**src/rtl/ctrlpipe_pkg.sv**
```systemverilog
// ctrlpipe shared package: per-boundary control widths,
// bubble words and EX bundle field offsets.
package ctrlpipe_pkg;

  localparam int EXCTRL_W  = 8;
  localparam int MEMCTRL_W = 4;
  localparam int WBCTRL_W  = 2;

  localparam logic [EXCTRL_W-1:0]  EX_BUBBLE  = '0;
  localparam logic [MEMCTRL_W-1:0] MEM_BUBBLE = '0;
  localparam logic [WBCTRL_W-1:0]  WB_BUBBLE  = '0;

  localparam int EX_ALUOP_LSB     = 0;
  localparam int EX_ALUOP_W       = 3;
  localparam int EX_REGDST_LSB    = 3;
  localparam int EX_REGDST_W      = 2;
  localparam int EX_ALUSRC_LSB    = 5;
  localparam int EX_ALUSRC_W      = 2;
  localparam int EX_ALUALTSRC_LSB = 7;

  function automatic logic [EXCTRL_W-1:0] ex_pack(
    input logic       alualtsrc,
    input logic [1:0] alusrc,
    input logic [1:0] regdst,
    input logic [2:0] aluop
  );
    return {alualtsrc, alusrc, regdst, aluop};
  endfunction

endpackage

```
**src/rtl/ctrlpipe_if.sv**
```systemverilog
// ctrlpipe bus: stall/flush broadcast, control word in/out.
// Counter signals exist only when CTRLPIPE_STATS_EN is defined.
interface ctrlpipe_if #(
  parameter int WIDTH = 8,
  parameter int DEPTH = 1
);
  import ctrlpipe_pkg::*;

  localparam int OCC_W = $clog2(DEPTH + 1);

  logic             stall;
  logic             flush;
  logic             validin;
  logic [WIDTH-1:0] ctrlin;
  logic             validout;
  logic [WIDTH-1:0] ctrlout;
  logic [OCC_W-1:0] occupancy;
`ifdef CTRLPIPE_STATS_EN
  logic [15:0]      stallcnt;
  logic [15:0]      flushcnt;
`endif

  modport master (
    output stall, flush, validin, ctrlin,
`ifdef CTRLPIPE_STATS_EN
    input  stallcnt, flushcnt,
`endif
    input  validout, ctrlout, occupancy
  );

  modport slave (
    input  stall, flush, validin, ctrlin,
`ifdef CTRLPIPE_STATS_EN
    output stallcnt, flushcnt,
`endif
    output validout, ctrlout, occupancy
  );

endinterface

```
**src/rtl/ctrlpipe_stage.sv**
```systemverilog
// ctrlpipe_stage: one valid/control flop pair.
// Invalid slots always hold the bubble word.
module ctrlpipe_stage #(
  parameter int               WIDTH  = 8,
  parameter logic [WIDTH-1:0] BUBBLE = '0
) (
  input  logic             clk,
  input  logic             rst,
  input  logic             stall_i,
  input  logic             flush_i,
  input  logic             v_i,
  input  logic [WIDTH-1:0] d_i,
  output logic             v_o,
  output logic [WIDTH-1:0] d_o
);
  import ctrlpipe_pkg::*;

  logic             v_q, v_d;
  logic [WIDTH-1:0] d_q, d_d;

  // next state: rst > flush > stall > load
  always_comb begin
    v_d = v_q;
    d_d = d_q;
    priority case (1'b1)
      rst: begin
        v_d = 1'b0;
        d_d = BUBBLE;
      end
      flush_i: begin
        v_d = 1'b0;
        d_d = BUBBLE;
      end
      stall_i: begin
        v_d = v_q;
        d_d = d_q;
      end
      default: begin
        v_d = v_i;
        d_d = v_i ? d_i : BUBBLE;
      end
    endcase
  end

  // slot register
  always_ff @(posedge clk) begin
    v_q <= v_d;
    d_q <= d_d;
  end

  assign v_o = v_q;
  assign d_o = d_q;

endmodule

```
**src/rtl/ctrlpipe.sv**
```systemverilog
// ctrlpipe: DEPTH-stage control bundle pipeline with stall/flush.
// Optional counters under CTRLPIPE_STATS_EN.
module ctrlpipe #(
  parameter int               WIDTH  = 8,
  parameter int               DEPTH  = 1,
  parameter logic [WIDTH-1:0] BUBBLE = '0
) (
  input logic      clk,
  input logic      rst,
  ctrlpipe_if.slave bus
);
  import ctrlpipe_pkg::*;

  localparam int OCC_W = $clog2(DEPTH + 1);

  logic [DEPTH-1:0] v_q;
  logic [WIDTH-1:0] d_q [DEPTH];
  logic [OCC_W-1:0] occ_q, occ_d;

  for (genvar i = 0; i < DEPTH; i++) begin : g_stg
    logic             vin;
    logic [WIDTH-1:0] din;
    if (i == 0) begin : g_head
      assign vin = bus.validin;
      assign din = bus.ctrlin;
    end else begin : g_body
      assign vin = v_q[i-1];
      assign din = d_q[i-1];
    end
    ctrlpipe_stage #(
      .WIDTH  (WIDTH),
      .BUBBLE (BUBBLE)
    ) u_stg (
      .clk     (clk),
      .rst     (rst),
      .stall_i (bus.stall),
      .flush_i (bus.flush),
      .v_i     (vin),
      .d_i     (din),
      .v_o     (v_q[i]),
      .d_o     (d_q[i])
    );
  end

  // occupancy tracks the slot valids on the same edge
  always_comb begin
    occ_d = occ_q;
    priority case (1'b1)
      rst:       occ_d = '0;
      bus.flush: occ_d = '0;
      bus.stall: occ_d = occ_q;
      default:   occ_d = occ_q
                       + OCC_W'(bus.validin)
                       - OCC_W'(v_q[DEPTH-1]);
    endcase
  end

  // occupancy register
  always_ff @(posedge clk) begin
    occ_q <= occ_d;
  end

  assign bus.validout  = v_q[DEPTH-1];
  assign bus.ctrlout   = d_q[DEPTH-1];
  assign bus.occupancy = occ_q;

`ifdef CTRLPIPE_STATS_EN
  logic [15:0] stc_q, stc_d;
  logic [15:0] flc_q, flc_d;

  // saturating stall / effective-flush counters
  always_comb begin
    stc_d = stc_q;
    flc_d = flc_q;
    if (rst) begin
      stc_d = '0;
      flc_d = '0;
    end else begin
      if (bus.stall && !bus.flush && stc_q != 16'hFFFF)
        stc_d = stc_q + 16'd1;
      if (bus.flush && (|v_q) && flc_q != 16'hFFFF)
        flc_d = flc_q + 16'd1;
    end
  end

  // counter registers
  always_ff @(posedge clk) begin
    stc_q <= stc_d;
    flc_q <= flc_d;
  end

  assign bus.stallcnt = stc_q;
  assign bus.flushcnt = flc_q;
`endif

endmodule

```
**src/flat_wrapper.sv**
```systemverilog
// flat-port wrapper written by rule: the top's interface ports become plain ports
module ctrlpipe_flat import ctrlpipe_pkg::*;
#(
  parameter int               WIDTH  = 8,
  parameter int               DEPTH  = 1,
  parameter logic [WIDTH-1:0] BUBBLE = '0
)
  (clk, rst, bus_stall, bus_flush, bus_validin, bus_ctrlin, bus_validout, bus_ctrlout, bus_occupancy);
  ctrlpipe_if #(.WIDTH(WIDTH), .DEPTH(DEPTH)) bus_i ();
  input logic clk;
  input logic rst;
  input wire logic [$bits(bus_i.stall)-1:0] bus_stall;
  input wire logic [$bits(bus_i.flush)-1:0] bus_flush;
  input wire logic [$bits(bus_i.validin)-1:0] bus_validin;
  input wire logic [$bits(bus_i.ctrlin)-1:0] bus_ctrlin;
  output wire logic [$bits(bus_i.validout)-1:0] bus_validout;
  output wire logic [$bits(bus_i.ctrlout)-1:0] bus_ctrlout;
  output wire logic [$bits(bus_i.occupancy)-1:0] bus_occupancy;
  assign bus_i.stall = bus_stall;
  assign bus_i.flush = bus_flush;
  assign bus_i.validin = bus_validin;
  assign bus_i.ctrlin = bus_ctrlin;
  assign bus_validout = bus_i.validout;
  assign bus_ctrlout = bus_i.ctrlout;
  assign bus_occupancy = bus_i.occupancy;
  ctrlpipe #(.WIDTH(WIDTH), .DEPTH(DEPTH), .BUBBLE(BUBBLE)) u_core (.clk(clk), .rst(rst), .bus(bus_i));
endmodule
```
**config.mk**
```make
export PLATFORM = sky130hd
export DESIGN_NAME = ctrlpipe_flat
export DESIGN_NICKNAME = d
export VERILOG_FILES = /design/src/rtl/ctrlpipe_pkg.sv /design/src/rtl/ctrlpipe_if.sv /design/src/rtl/ctrlpipe_stage.sv /design/src/rtl/ctrlpipe.sv /design/src/flat_wrapper.sv
export SDC_FILE = /design/constraint.sdc
export NUM_CORES = 1
export LEC_CHECK = 0
export CAP_MARGIN = 20
export CORE_AREA = 3 3 40 42
export DETAILED_ROUTE_END_ITERATION = 10
export DIE_AREA = 0 0 43 45
export SYNTH_ARGS = -nofsm -noshare
export SYNTH_HDL_FRONTEND = slang
export SYNTH_SLANG_ARGS = --single-unit
```
**constraint.sdc**
```tcl
create_clock -name clk -period 1.2 [get_ports clk]
set_input_delay 0.36 -clock clk [delete_from_list [all_inputs] [get_ports clk]]
set_output_delay 0.36 -clock clk [all_outputs]
set_load 0.02 [all_outputs]
```
==> Yosys cells after proc, flatten, opt, wreduce, memory -nomap -nowiden <==
Cells that the tools add are included.
{ "totals": {"in_bits": 13, "ff_bits": 10, "output_inout_bits": 10} }
{ "classes": {"n_mux": 1, "reduce_logical": 1, "add_sub_neg": 2} }
{ "op_table": {"columns": ["operator", "count"], "rows": [
  ["$mux W8", 1],
  ["$reduce_or A2 Y1", 1],
  ["$add A1 B1 Y1", 1],
  ["$sub A1 B1 Y1", 1]
]} }

==> Depth between registers and ports, before layout <==
Gate-level depths: netlist of run 1.
{ "depth": {"ltp_word": 2, "ltp_mapped": 4} }

==> Cells and area by module <==
Synthesis of run 1 repeated with hierarchy kept, for this count alone.
{ "hier_totals": {"cells_unflattened": 44, "hier_area_um2": 401.6} }
{ "modules_own_cells": {"columns": ["mod", "area_each_um2", "cells_each", "seq_area_each_um2", "n_inst"], "rows": [
  ["ctrlpipe_stage", 354.1, 39, 180.2, 1],
  ["ctrlpipe", 47.5, 5, 20.0, 1]
]} }

==> Least setup slack after synthesis of run 1 <==
Ideal clock, no wire load.
{ "synth_timing": {"path_kind": "reg2reg", "startpoint": "register u_core.g_stg[0].u_stg.v_q", "endpoint": "register u_core.occ_q, in the netlist u_core.bus.occupancy", "stages_incl_launch_ff": 4, "path_slack_ps": 167, "arrival_ps": 963, "cell_sequence": "dfxtp_1 xnor2_1 or3_1 a21oi_1"} }
{ "synth_between": {"elab_chain_len": 1} }
{ "synth_rtl": {"columns": ["item", "line_no", "source"], "rows": [
  ["start: declaration", "ctrlpipe_stage.sv:18", "logic v_q, v_d;"],
  ["start signal: assignment", "ctrlpipe_stage.sv:47", "v_q <= v_d;"],
  ["$sub A1 B1 Y1", "ctrlpipe.sv:54", "- OCC_W'(v_q[DEPTH-1]);"],
  ["end signal: assignment", "ctrlpipe.sv:60", "occ_q <= occ_d;"],
  ["end: declaration", "ctrlpipe.sv:18", "logic [OCC_W-1:0] occ_q, occ_d;"]
]} }
Every way passes these cells.
A chain may end at the register's enable or synchronous reset.

==> flow_summary.yaml, run 1 <==
synthesis:
  synth_simple_gate_area_share_pct: 14.8
  ys_flop_type: "dfxtp_1"
  synth.avg_cell_area_um2: 9.32
  postSynth.asyncResetShare_pct: 0
  synthMostInstantiatedCell: "dfxtp_1"
  synth_top_cell_by_area: "dfxtp_1"
  muxShareOfSynthArea_pct: 0
  post_synth_instance_area_um2: 354
  synthesis.instances: 38
  post_synth_main_area_contributors: "dfxtp_1 57%, a22oi_1 17%, nor2_1 8.5%"
  commonest_cells_in_the_synthesized_netlist: "10 x dfxtp_1, 8 x a22oi_1, 8 x nor2_1, 2 x a21oi_1, 2 x buf_2"
  ys_ff_latch: 10
  synthXorXnorAreaFrac_pct: 2.47
  synth_top_family_by_area: "compound AO/OA/AOI/OAI gates"
  yosys_cell_types: 13
  synth_compound_gate_area_share_pct: 21.2
  yosys.area_share.adder_pct: 0
  synth_top_area_share_pct: 56.5
  seq_area_frac_synth_pct: 56.5
  yosys_warnings: 0
  synth-edff-count: 0
  syn-num-nets: 51
timing:
  timing.hold.ws_ns: 0.509
  final_max_slew_viol_count: 0
  final.setup_skew_ns: 0.0000558
  post-route-min-period_ns: 1.18
  setup_ws_ns: 0.0200
  final.period_utilization_pct: 98.3
  max_freq_mhz: 847
  rsz0062_at_grt: "false"
  slew_headroom_pct: 86.1
  max_slew.worst_pin.slew_ns: 0.206
  report.final.setup_viol: 0
  hold_viol_final: 0
detailed_routing:
  vias: 365
  vias_per_cell: 4.56
  drt_iter0_markers: 7
  remaining_drc_errors: 0
  final_antenna_net_count: 0
  detail_route.wl_per_cell_um: 10.8
  route.final.wire_length_um: 866
  detail_route.first_pass.iterations: 4
hold_path:
  min_path_type: "reg -> reg"
  min-delay-start: "u_core.g_stg[0].u_stg.d_o[0]$_SDFFE_PP0N_"
  hold-path-endpoint: "u_core.g_stg[0].u_stg.d_o[0]$_SDFFE_PP0N_"
  min_path_cells: 2
clock_network:
  clock_sink_count: 10
  clockBufferDepth: 2
  root_buffer: "clkbuf_4"
  tritoncts.num_buffers: 3
  number_of_buffers_inserted_by_post_cts_setup_repair: 0
  clkSlewWorstSetupHoldPaths_ns: 0.06
  clock_tree.htree_level_count: 1
  worst_skew_pair.late_latency_ns: 0.25
  clock_tree_from_tritoncts: "built"
critical_path:
  timing.reg2reg.worst_path_depth: 4
  setup.worst_path.start_class: "input pin"
  timing.critical_path.to_type: "flip-flop"
  cp.arrival_ns: 1.32
  worst_flop_to_flop_path_endpoint: "u_core.bus.occupancy$_SDFFE_PP0N_"
  worst_r2r_startpoint: "u_core.g_stg[0].u_stg.v_o$_SDFFE_PP0N_"
  critPathRequiredTime_ns: 1.34
  reg2reg_setup_slack_ns: 0.14
  timing.critical_path.fanout_max: 9
  criticalPathCategory: "in -> reg"
grt:
  first_global_vias: 334
  largest_net_degree_at_the_start_of_global_routing: 11
  global_route_wire_length_before_repair_um: 1380
  global_route.overflow_total: 0
  antenna_found_initial: 0
  grt_util_all_layers_pct: 9.93
finish:
  final_cell_area_um2: 596
  post_route_cells_drive_above_1_share_pct: 30.8
  area_delta_synth_final_pct: 68.2
  post_layout_nonfiller_instances: 80
  final_net_count: 80
  antenna-diode-count: 0
placed_design:
  place_inst: 77
  post_dp_cell_area_um2: 617
  dp_worst_setup_slack_ns: -0.270
  port_buffers: 22
  post-dp-hpwl_um: 645
  gp_routability_congestion: 0.701
pwr:
  totalPowerFinal_mw: 0.663
  cellLeakagePower_nw: 0.267
  ir_worst_vdd_v: 0.000331
  power_density_cells_nw_per_um2: 1110
die:
  num_rows: 13
  height_of_the_die_um: 45
  placeableCoreArea_um2: 1280
  fp.dieW_um: 43
  floorplan.die_area_um2: 1940
  floorplan.io_pins: 23
  starting_density_of_the_core_pct: 27.6
job:
  cap_viol_max_count: 0
run_status:
  outcome: "completed"
==> sequential cells by signal, indices dropped and copies added, names as in the netlist <==
register,count
u_core.g_stg.u_stg.d_o,8
u_core.g_stg.u_stg.v_o,1
u_core.bus.occupancy,1
==> worst max-delay path: stages <==
cell and delay [ns]:
clkdlybuf4s50_1 0.52, nor2b_1 0.06, buf_4 0.16, a22oi_1 0.16, nor2_1 0.06
==> layout make-up <==
class / instances / area, um2
inverters: 1 / 3.75
well taps: 15 / 18.8
flip-flops and latches: 10 / 200
repair buffers: 27 / 210
multi-input cells: 24 / 140
fillers: 141 / 689
clock buffers: 3 / 22.5
==> layout by cell type, fill, tap and decap left out <==
cell	count
buf_4	5
a21oi_2	1
xnor2_1	1
o21ai_0	1
buf_2	10
a21oi_1	1
nor2b_1	1
nor2_1	8
clkbuf_4	3
or3_1	1
dlymetal6s2s_1	1
clkdlybuf4s50_1	11
a22oi_1	8
inv_1	1
dfxtp_1	10
or2_2	1
nand2_1	1
==> kinds of logic after synthesis <==
logic type / after synthesis
flip-flops: 10
AND/OR/NAND/NOR: 12
XOR/XNOR: 1
AO/OA/AOI/OAI: 11
buffers and inverters: 4
==> metrics by stage <==
step,TNS (ns),util (%)
global placement,-2.97,48.0
CTS,0,45.9
detailed placement,-3.01,48.0
finish,0,46.3
global route,0,46.3
floorplan,0,-
==> what timing repair did <==
action	CTS	global route
resized for setup	40	2
pin swaps	1	0
hold buffers	0	0
endpoints found under the hold margin	0	0
setup endpoints to repair	11	1
==> power breakdown <==
group	leakage, nW	switching, mW	internal, mW
clock network	0.0138	0.102	0.115
logic	0.172	0.0422	0.0607
registers	0.0811	0.00336	0.340
==> per-layer routing <==
layer	wire, um	track usage [%]	share of wire (%)	vias to the layer above
li1	-	-	-	188
met1	392	11.7	45	161
met2	368	14.7	42	14
met3	96	3.98	11	2
met4	8	7.23	0.92	0
met5	0	0	0	-
==> worst max path at each step <==
stage / to / start / cells past startpoint / slack [ns]
floorplan: u_core.bus.occupancy$_SDFFE_PP0N_ / u_core.g_stg[0].u_stg.v_o$_SDFFE_PP0N_ / 3 / 0.17
global placement: u_core.bus.occupancy$_SDFFE_PP0N_ / bus_validin / 4 / -0.25
detailed placement: u_core.bus.occupancy$_SDFFE_PP0N_ / bus_validin / 4 / -0.27
CTS: u_core.bus.occupancy$_SDFFE_PP0N_ / bus_validin / 4 / 0.008
global route: u_core.g_stg[0].u_stg.d_o[0]$_SDFFE_PP0N_ / bus_stall / 5 / 0.001
finish: u_core.g_stg[0].u_stg.d_o[4]$_SDFFE_PP0N_ / bus_stall / 5 / 0.02
Note: power is estimated with default switching activity, not from simulation.
==> run 2: changes to the inputs <==
--- a/config.mk
+++ b/config.mk
@@ -9,6 +9,7 @@
 export CORE_AREA = 3 3 40 42
 export DETAILED_ROUTE_END_ITERATION = 10
 export DIE_AREA = 0 0 43 45
+export SETUP_SLACK_MARGIN = 0.05
 export SYNTH_ARGS = -nofsm -noshare
 export SYNTH_HDL_FRONTEND = slang
 export SYNTH_SLANG_ARGS = --single-unit
==> run 2 against run 1 <==
  * Die area unchanged
  * Flip-flop and latch count did not move
  * Sequential share of layout area shrank 0.49 points
  * Cell area grew 2.1%
  * Cell count stayed put
  * Register-to-register slack about the same
  * Largest power group unchanged
==> flow_summary.yaml, run 2 (synthesized netlist as in run 1, its figures left out) <==
run_status:
  outcome: "completed"
timing:
  slew_headroom_pct: 87.1
  rsz0062_at_grt: "true"
  max_freq_mhz: 905
  final.setup_skew_ns: 0.0000626
  hold_viol_final: 0
  post-route-min-period_ns: 1.11
  final.period_utilization_pct: 92.1
  max_slew.worst_pin.slew_ns: 0.194
  final_max_slew_viol_count: 0
  report.final.setup_viol: 0
  timing.hold.ws_ns: 0.506
critical_path:
  worst_r2r_startpoint: "u_core.g_stg[0].u_stg.v_o$_SDFFE_PP0N_"
  crit_start: "rst"
  critPathRequiredTime_ns: 1.38
  reg2reg_setup_slack_ns: 0.14
  cells_traversed_along_the_worst_timing_path: "clkdlybuf4s50_1 -> or2_2 -> a21oi_1"
  crit_slowest_cell: "clkdlybuf4s50_1"
  timing.critical_path.to_type: "flip-flop"
  criticalPathCategory: "in -> reg"
  worst_setup_path_endpoint: "u_core.bus.occupancy$_SDFFE_PP0N_"
  cp.arrival_ns: 1.29
  cp_buf_inv_count: 1
  max_stage_delay_ns: 0.39
  timing.reg2reg.worst_path_depth: 4
  setup.worst_path.start_class: "input pin"
  cpLargestDelayFamily: "buffers and inverters"
  critical_path_depth: 3
  timing.critical_path.fanout_max: 10
  worst_flop_to_flop_path_endpoint: "u_core.bus.occupancy$_SDFFE_PP0N_"
pwr:
  cellLeakagePower_nw: 0.261
  ir_worst_vdd_v: 0.000331
  power_density_cells_nw_per_um2: 1090
  totalPowerFinal_mw: 0.663
finish:
  area_delta_synth_final_pct: 71.7
  layout.cells.most_common_list: "13 x buf_4, 10 x clkdlybuf4s50_1, 9 x dfxtp_1, 8 x a22oi_1, 8 x nor2_1"
  final_net_count: 80
  antenna-diode-count: 0
  layout_commonest_cell: "buf_4"
  post_route_cells_drive_above_1_share_pct: 30.8
  largest_reg_flops: 8
  post_layout_nonfiller_instances: 80
  final_cell_area_um2: 608
  final_core_utilization_pct: 47.3
grt:
  global_route.overflow_total: 0
  global_route_wire_length_before_repair_um: 1380
  antenna_found_initial: 0
  grt_util_all_layers_pct: 9.93
  first_global_vias: 334
  largest_net_degree_at_the_start_of_global_routing: 11
clock_network:
  worst_skew_pair.late_latency_ns: 0.25
  clock_sink_count: 10
  tritoncts.num_buffers: 3
  clkSlewWorstSetupHoldPaths_ns: 0.06
  hold_buffers: 0
  root_buffer: "clkbuf_4"
  clock_tree_from_tritoncts: "built"
  clock_tree.htree_level_count: 1
  clockBufferDepth: 2
detailed_routing:
  vias_per_cell: 4.58
  routed-wl-met2_um: 348
  detail_route.wl_per_cell_um: 10.8
  routed-wl-met3_um: 100
  route.final.wire_length_um: 866
  detail_route.first_pass.iterations: 4
  top_signal_layer_used: "met4"
  met1_length_um: 408
  vias: 366
  remaining_drc_errors: 0
  drt_iter0_markers: 8
  final_antenna_net_count: 0
placed_design:
  place_inst: 77
  post-dp-hpwl_um: 645
  gp_routability_congestion: 0.701
  post_dp_cell_area_um2: 617
  port_buffers: 22
die:
  num_rows: 13
  floorplan.io_pins: 23
  placeableCoreArea_um2: 1280
  floorplan.die_area_um2: 1940
  fp.dieW_um: 43
  height_of_the_die_um: 45
  starting_density_of_the_core_pct: 27.6
hold_path:
  min_path_type: "reg -> reg"
job:
  cap_viol_max_count: 0
==> run 2: cell type report <==
class | instances | area [um2]
sequential | 10 | 201
multi-input combinational | 24 | 136
clock buffer | 3 | 22.5
tap | 15 | 18.8
timing repair buffer | 27 | 225
inverter | 1 | 3.75
fill | 139 | 677
==> run 2: worst min-delay path by stage <==
stage                     slack (ns)                                         to  depth (start not counted)                                      start
after floorplan                 0.50  u_core.g_stg[0].u_stg.d_o[0]$_SDFFE_PP0N_                          2                              bus_ctrlin[0]
after global placement          0.49  u_core.g_stg[0].u_stg.d_o[5]$_SDFFE_PP0N_                          2  u_core.g_stg[0].u_stg.d_o[5]$_SDFFE_PP0N_
after detailed placement        0.51  u_core.g_stg[0].u_stg.d_o[5]$_SDFFE_PP0N_                          2  u_core.g_stg[0].u_stg.d_o[5]$_SDFFE_PP0N_
after CTS                       0.52  u_core.g_stg[0].u_stg.d_o[5]$_SDFFE_PP0N_                          2  u_core.g_stg[0].u_stg.d_o[5]$_SDFFE_PP0N_
after global routing            0.56  u_core.g_stg[0].u_stg.d_o[1]$_SDFFE_PP0N_                          2  u_core.g_stg[0].u_stg.d_o[1]$_SDFFE_PP0N_
final                           0.51  u_core.g_stg[0].u_stg.d_o[0]$_SDFFE_PP0N_                          2  u_core.g_stg[0].u_stg.d_o[0]$_SDFFE_PP0N_
==> run 2: worst register-to-register path: cells and delay by family (launching register included) <==
kind | cells | cell delay [ns]
XOR/XNOR | 1 | 0.12
flip-flops | 1 | 0.31
AO/OA/AOI/OAI | 1 | 0.13
AND/OR/NAND/NOR | 1 | 0.30
buffers and inverters | 1 | 0.13
==> run 2: report_power, final <==
| part | switching [mW] | internal, mW |
|---|---|---|
| registers | 0.00375 | 0.340 |
| logic | 0.0414 | 0.0618 |
| clock network | 0.101 | 0.115 |
==> run 2: metal layers <==
metal | GRT usage [%] | up-vias
met3 | 3.98 | 2
met1 | 11.7 | 160
li1 | - | 186
met5 | 0 | -
met4 | 7.23 | 0
met2 | 14.7 | 18
==> run 2: repair_timing <==
| action | in CTS | in global routing |
|---|---|---|
| buffers inserted | 0 | 0 |
| resized for setup | 42 | 9 |
| pin swaps | 1 | 0 |
| setup endpoints to repair | 19 | 8 |
==> run 2: per-stage QoR <==
step                worst slack (ns)  TNS [ns]
floorplan                      0.167         0
global placement              -0.255     -2.97
detailed placement            -0.270     -3.01
CTS                           0.0772         0
global route                  0.0474         0
finish                        0.0949         0
==> run 3: changes to the inputs <==
==> constraint.sdc (replaced) <==
create_clock -name clk -period 1.2 [get_ports clk]
set_input_delay 0.18 -clock clk [delete_from_list [all_inputs] [get_ports clk]]
set_output_delay 0.18 -clock clk [all_outputs]
set_load 0.02 [all_outputs]
==> run 3 against run 2 <==
  * Register-to-register slack about the same
  * Combinational power about the same
  * Critical path type is now reg -> out
  * Utilization increased by 0.97 points
  * Global-route usage increased by 0.075 points
  * Sequential share of layout area decreased by 0.87 points
  * Clock-buffer cell count unchanged
  * Cell area increased by 2.1%
  * Fmax about the same
  * Cell count decreased by 1.3%
  * Largest power group unchanged
  * Clock skew about the same
  * Critical endpoint is now bus_occupancy
==> flow_summary.yaml, run 3 (synthesized netlist as in run 1, its figures left out) <==
clock_network:
  clock_tree_from_tritoncts: "built"
  worst_skew_pair.late_latency_ns: 0.25
  clkSlewWorstSetupHoldPaths_ns: 0.06
  tritoncts.num_buffers: 3
  clockBufferDepth: 2
  root_buffer: "clkbuf_4"
  number_of_buffers_inserted_by_post_cts_setup_repair: 0
  hold_buffers: 0
  clock_sink_count: 10
  clock_tree.htree_level_count: 1
grt:
  largest_net_degree_at_the_start_of_global_routing: 11
  global_route.overflow_total: 0
  antenna_found_initial: 0
  grt_util_all_layers_pct: 10.0
  first_global_vias: 357
  global_route_wire_length_before_repair_um: 1440
finish:
  layout_commonest_cell: "clkdlybuf4s50_1"
  layout.cells.most_common_list: "12 x clkdlybuf4s50_1, 10 x dfxtp_1, 9 x dlygate4sd2_1, 8 x a22oi_1, 8 x nor2_1"
  post_route_cells_drive_above_1_share_pct: 12.5
  fillCellCount: 134
  final_net_count: 79
  final_cell_area_um2: 621
  final_core_utilization_pct: 48.3
  antenna-diode-count: 0
  largest_reg_flops: 8
  post_layout_nonfiller_instances: 79
  area_delta_synth_final_pct: 75.3
placed_design:
  post-dp-hpwl_um: 650
  port_buffers: 22
  gp_routability_congestion: 0.688
  post_dp_cell_area_um2: 609
  place_inst: 76
critical_path:
  worst_r2r_startpoint: "u_core.g_stg[0].u_stg.v_o$_SDFFE_PP0N_"
  cp_buf_inv_count: 1
  timing.reg2reg.worst_path_depth: 4
  cpLargestDelayFamily: "flip-flops"
  crit_slowest_cell: "dfxtp_1"
  worst_flop_to_flop_path_endpoint: "u_core.bus.occupancy$_SDFFE_PP0N_"
  timing.critical_path.to_type: "primary output"
  max_stage_delay_ns: 0.34
  cp.arrival_ns: 0.92
  reg2reg_setup_slack_ns: 0.15
  cells_traversed_along_the_worst_timing_path: "dlygate4sd2_1"
  timing.critical_path.fanout_max: 3
  setup.worst_path.start_class: "flip-flop"
  criticalPathCategory: "reg -> out"
  critPathRequiredTime_ns: 1.02
pwr:
  power_density_cells_nw_per_um2: 1070
  totalPowerFinal_mw: 0.665
  ir_worst_vdd_v: 0.000539
  cellLeakagePower_nw: 0.274
die:
  floorplan.die_area_um2: 1940
  num_rows: 13
  fp.dieW_um: 43
  placeableCoreArea_um2: 1280
  floorplan.io_pins: 23
  height_of_the_die_um: 45
  starting_density_of_the_core_pct: 27.6
timing:
  final.setup_skew_ns: 0.0000148
  post-route-min-period_ns: 1.10
  max_freq_mhz: 905
  rsz0062_at_grt: "false"
  report.final.setup_viol: 0
  max_slew.worst_pin.slew_ns: 0.211
  final.period_utilization_pct: 92.1
  final_max_slew_viol_count: 0
  slew_headroom_pct: 86.0
  hold_viol_final: 0
  timing.hold.ws_ns: 0.486
job:
  cap_viol_max_count: 0
hold_path:
  min_path_type: "reg -> reg"
  hold-path-endpoint: "u_core.bus.occupancy$_SDFFE_PP0N_"
  min-delay-start: "u_core.bus.occupancy$_SDFFE_PP0N_"
  min_path_cells: 2
detailed_routing:
  route.final.wire_length_um: 859
  met1_length_um: 412
  detail_route.first_pass.iterations: 4
  drt_iter0_markers: 12
  routed-wl-met2_um: 345
  routed-wl-met3_um: 92
  final_antenna_net_count: 0
  remaining_drc_errors: 0
  detail_route.wl_per_cell_um: 10.9
  vias: 357
  top_signal_layer_used: "met4"
  vias_per_cell: 4.52
run_status:
  outcome: "completed"
## run 3: cell count changes in the layout (fill, tap and decap cells not counted), sizes merged
cell,change
clkdlybuf4s15,+1
buf,-11
dlygate4sd2,+7
clkdlybuf4s50,+2
## run 3: metal layers
metal  vias to the layer above  track usage (%)
met4                         0             5.42
met3                         2             4.38
met1                       158             12.1
met2                        14             15.0
li1                        183                -
met5                         -                0
## run 3: area by class of cell
| type | count | area [um2] | area share [%] |
|---|---|---|---|
| Inverter | 1 | 3.75 | 0.605 |
| Clock buffer | 3 | 22.5 | 3.63 |
| Tap cell | 15 | 18.8 | 3.02 |
| Multi-Input combinational cell | 24 | 136 | 22.0 |
| Timing Repair Buffer | 26 | 239 | 38.5 |
| Sequential cell | 10 | 200 | 32.3 |
## run 3: how the worst max path moves through the flow
stage / startpoint / end / slack [ns] / cells past startpoint
6_report: u_core.bus.occupancy$_SDFFE_PP0N_ / bus_occupancy / 0.1 / 1
3_3_place_gp: bus_validin / u_core.bus.occupancy$_SDFFE_PP0N_ / -0.08 / 4
3_5_place_dp: bus_validin / u_core.bus.occupancy$_SDFFE_PP0N_ / -0.06 / 4
2_1_floorplan: u_core.g_stg[0].u_stg.v_o$_SDFFE_PP0N_ / u_core.bus.occupancy$_SDFFE_PP0N_ / 0.17 / 3
4_1_cts: u_core.bus.occupancy$_SDFFE_PP0N_ / bus_occupancy / 0.08 / 1
5_1_grt: u_core.bus.occupancy$_SDFFE_PP0N_ / bus_occupancy / 0.05 / 1
## run 3: where the power goes
group,leakage (nW),total [mW],switching (mW),internal (mW)
registers,0.0811,0.343,0.00354,0.339
logic,0.180,0.102,0.0406,0.0614
clock network,0.0138,0.220,0.104,0.115
## run 3: timing repair
item,4_1_cts,5_1_grt
endpoints found under the hold margin,0,0
gates resized for setup,10,1
gates cloned,0,0
endpoints found under the setup margin,10,1
## run 3: metrics by stage
step	setup WS [ns]	TNS [ns]
5_1_grt	0.0524	0
4_1_cts	0.0803	0
2_1_floorplan	0.167	0
3_3_place_gp	-0.0777	-0.457
6_report	0.0953	0
3_5_place_dp	-0.0626	-0.469
==> variant (flow settings as in run 3) <==
`WIDTH` is set to 8 in 4 places; all go to 6.
--- a/src/rtl/ctrlpipe_if.sv
+++ b/src/rtl/ctrlpipe_if.sv
@@ -2,5 +2,5 @@
 // Counter signals exist only when CTRLPIPE_STATS_EN is defined.
 interface ctrlpipe_if #(
-  parameter int WIDTH = 8,
+  parameter int WIDTH = 6,
   parameter int DEPTH = 1
 );
--- a/src/rtl/ctrlpipe_stage.sv
+++ b/src/rtl/ctrlpipe_stage.sv
@@ -2,5 +2,5 @@
 // Invalid slots always hold the bubble word.
 module ctrlpipe_stage #(
-  parameter int               WIDTH  = 8,
+  parameter int               WIDTH  = 6,
   parameter logic [WIDTH-1:0] BUBBLE = '0
 ) (
--- a/src/rtl/ctrlpipe.sv
+++ b/src/rtl/ctrlpipe.sv
@@ -2,5 +2,5 @@
 // Optional counters under CTRLPIPE_STATS_EN.
 module ctrlpipe #(
-  parameter int               WIDTH  = 8,
+  parameter int               WIDTH  = 6,
   parameter int               DEPTH  = 1,
   parameter logic [WIDTH-1:0] BUBBLE = '0
--- a/src/flat_wrapper.sv
+++ b/src/flat_wrapper.sv
@@ -2,5 +2,5 @@
 module ctrlpipe_flat import ctrlpipe_pkg::*;
 #(
-  parameter int               WIDTH  = 8,
+  parameter int               WIDTH  = 6,
   parameter int               DEPTH  = 1,
   parameter logic [WIDTH-1:0] BUBBLE = '0
Interface: changed (resized bus_ctrlin and bus_ctrlout); port bits go from 23 to 19. No check against the original RTL was run, so the function may have changed too.
==> variant against run 3 <==
  * Sequential power shrank 20%
  * Synthesized cell count shrank 18%
  * Routed wire length is 19% lower
  * Area after synthesis decreased by 17%
  * Worst setup slack improved by 18 ps
  * Total power is 16% lower
  * Maximum frequency is 1.7% higher
  * Sequential cell count fell by 2
  * Clock power is 11% lower
  * Design area shrank 17%
  * Critical endpoint is now bus_ctrlout[4]
  * Largest cell class unchanged
==> variant: results (changes against run 3) <==
routing:
  first_pass_iters: 1  # -3
  dr.first_iter.drc_count: 0  # -12
  wl_met3_um: 69  # -25%
  routed_via_density: 4.34  # -4.0%
  wl_per_cell_um: 10.2  # -6.3%
  num_vias: 295  # -17%
  drt-met1-wl_um: 297  # -28%
  wl_met2_um: 322  # -6.7%
critical_path:
  critPathTopFamily: "buffers and inverters"
  crit_end: "bus_ctrlout[4]"
  path_max_fanout: 2  # -1
  r2r_end: "u_core.bus.occupancy"
  slowest_stage: "dlygate4sd2_1"
  startpoint: "u_core.g_stg[0].u_stg.d_o[4]"
cells_and_area:
  largest_reg_flops: 6  # -2
  fillers: 140  # +4.5%
  layout.area.seq_um2: 160  # -20%
  nNetsFinal: 66  # -16%
timing:
  hold_ws_ps: 478  # -7.85 ps
  finClkSkew_ps: 0.276  # +0.262 ps
  worst_slew_pin_slew_ps: 209  # -2.31 ps
  max_freq_mhz: 921  # +1.7%
power_and_ir_drop:
  comb-power_w: 0.0000846  # -17%
  pwr.group.clock_w: 0.000195  # -11%
  ir_drop_mv: 0.778  # +44%
  power.leakage_nw: 0.229  # -17%
  swShare_pct: 21.3  # -1.1 points
  power_frac_clock_pct: 35.2  # +2.2 points
global_route:
  grtUsageMet3_pct: 6.37  # +2.0 points
  grt_max_degree: 9  # -2
  gr-usage-all-layers_pct: 8.36  # -1.6 points
  grt_pass1_vias: 278  # -22%
  grtUsageMet1_pct: 9.27  # -2.8 points
  gr-usage-met2_pct: 12.0  # -3.0 points
  grt_pass1_wl_um: 1130  # -22%
placement:
  place.port_buffers: 18  # -18%
  dp.cells: 65  # -14%
  placed_area_um2: 502  # -18%
  gp_congestion: 0.572  # -17%
  pre_cts_slack_ps: -63.0  # -0.357 ps
logic_synthesis:
  ys_top_cells_by_count: "dfxtp_1 (8), a22oi_1 (6), nor2_1 (6)"
  yosys_warnings: 0  # unchanged
  syn_inst: 31  # -18%
  synth_nets: 42  # -18%
  yosys-top-cells-area: "dfxtp_1 (54%), a22oi_1 (15%), nor2_1 (7.6%)"
  synth.yosys.seq_area_share_pct: 54.2  # -2.3 points
outcome:
  status: "finished clean"
## variant: cell types whose count changed in the layout (fill, tap and decap cells not counted), moves of 2 or more
cell,change
dfxtp_1,-2
a22oi_1,-2
clkdlybuf4s50_1,-2
nor2_1,-2
## variant: cells by family (layout without fill, tap and decap cells)
| family | count (synthesis) | count (layout) | synth area share (%) |
|---|---|---|---|
| xor gates and xnor gates | 1 | 1 | 2.97 |
| and+or+nand+nor | 10 | 10 | 16.1 |
| AOI/OAI and AO/OA | 9 | 9 | 20.3 |
| DFF | 8 | 8 | 54.2 |
| buffers and inverters | 3 | 25 | 6.35 |
## variant: layout make-up
cell class,count,share of cell area [%]
multi-input cells,20,22.6
well taps,15,3.65
flip-flops and latches,8,31.1
clock buffers,3,4.38
repair buffers,21,37.5
inverters,1,0.730
## variant: timing repair
action | in CTS | in global routing
endpoints found under the setup margin | 8 | 1
cloned | 0 | 0
resized for setup | 8 | 0
endpoints found under the hold margin | 0 | 0
hold buffers | 0 | 0
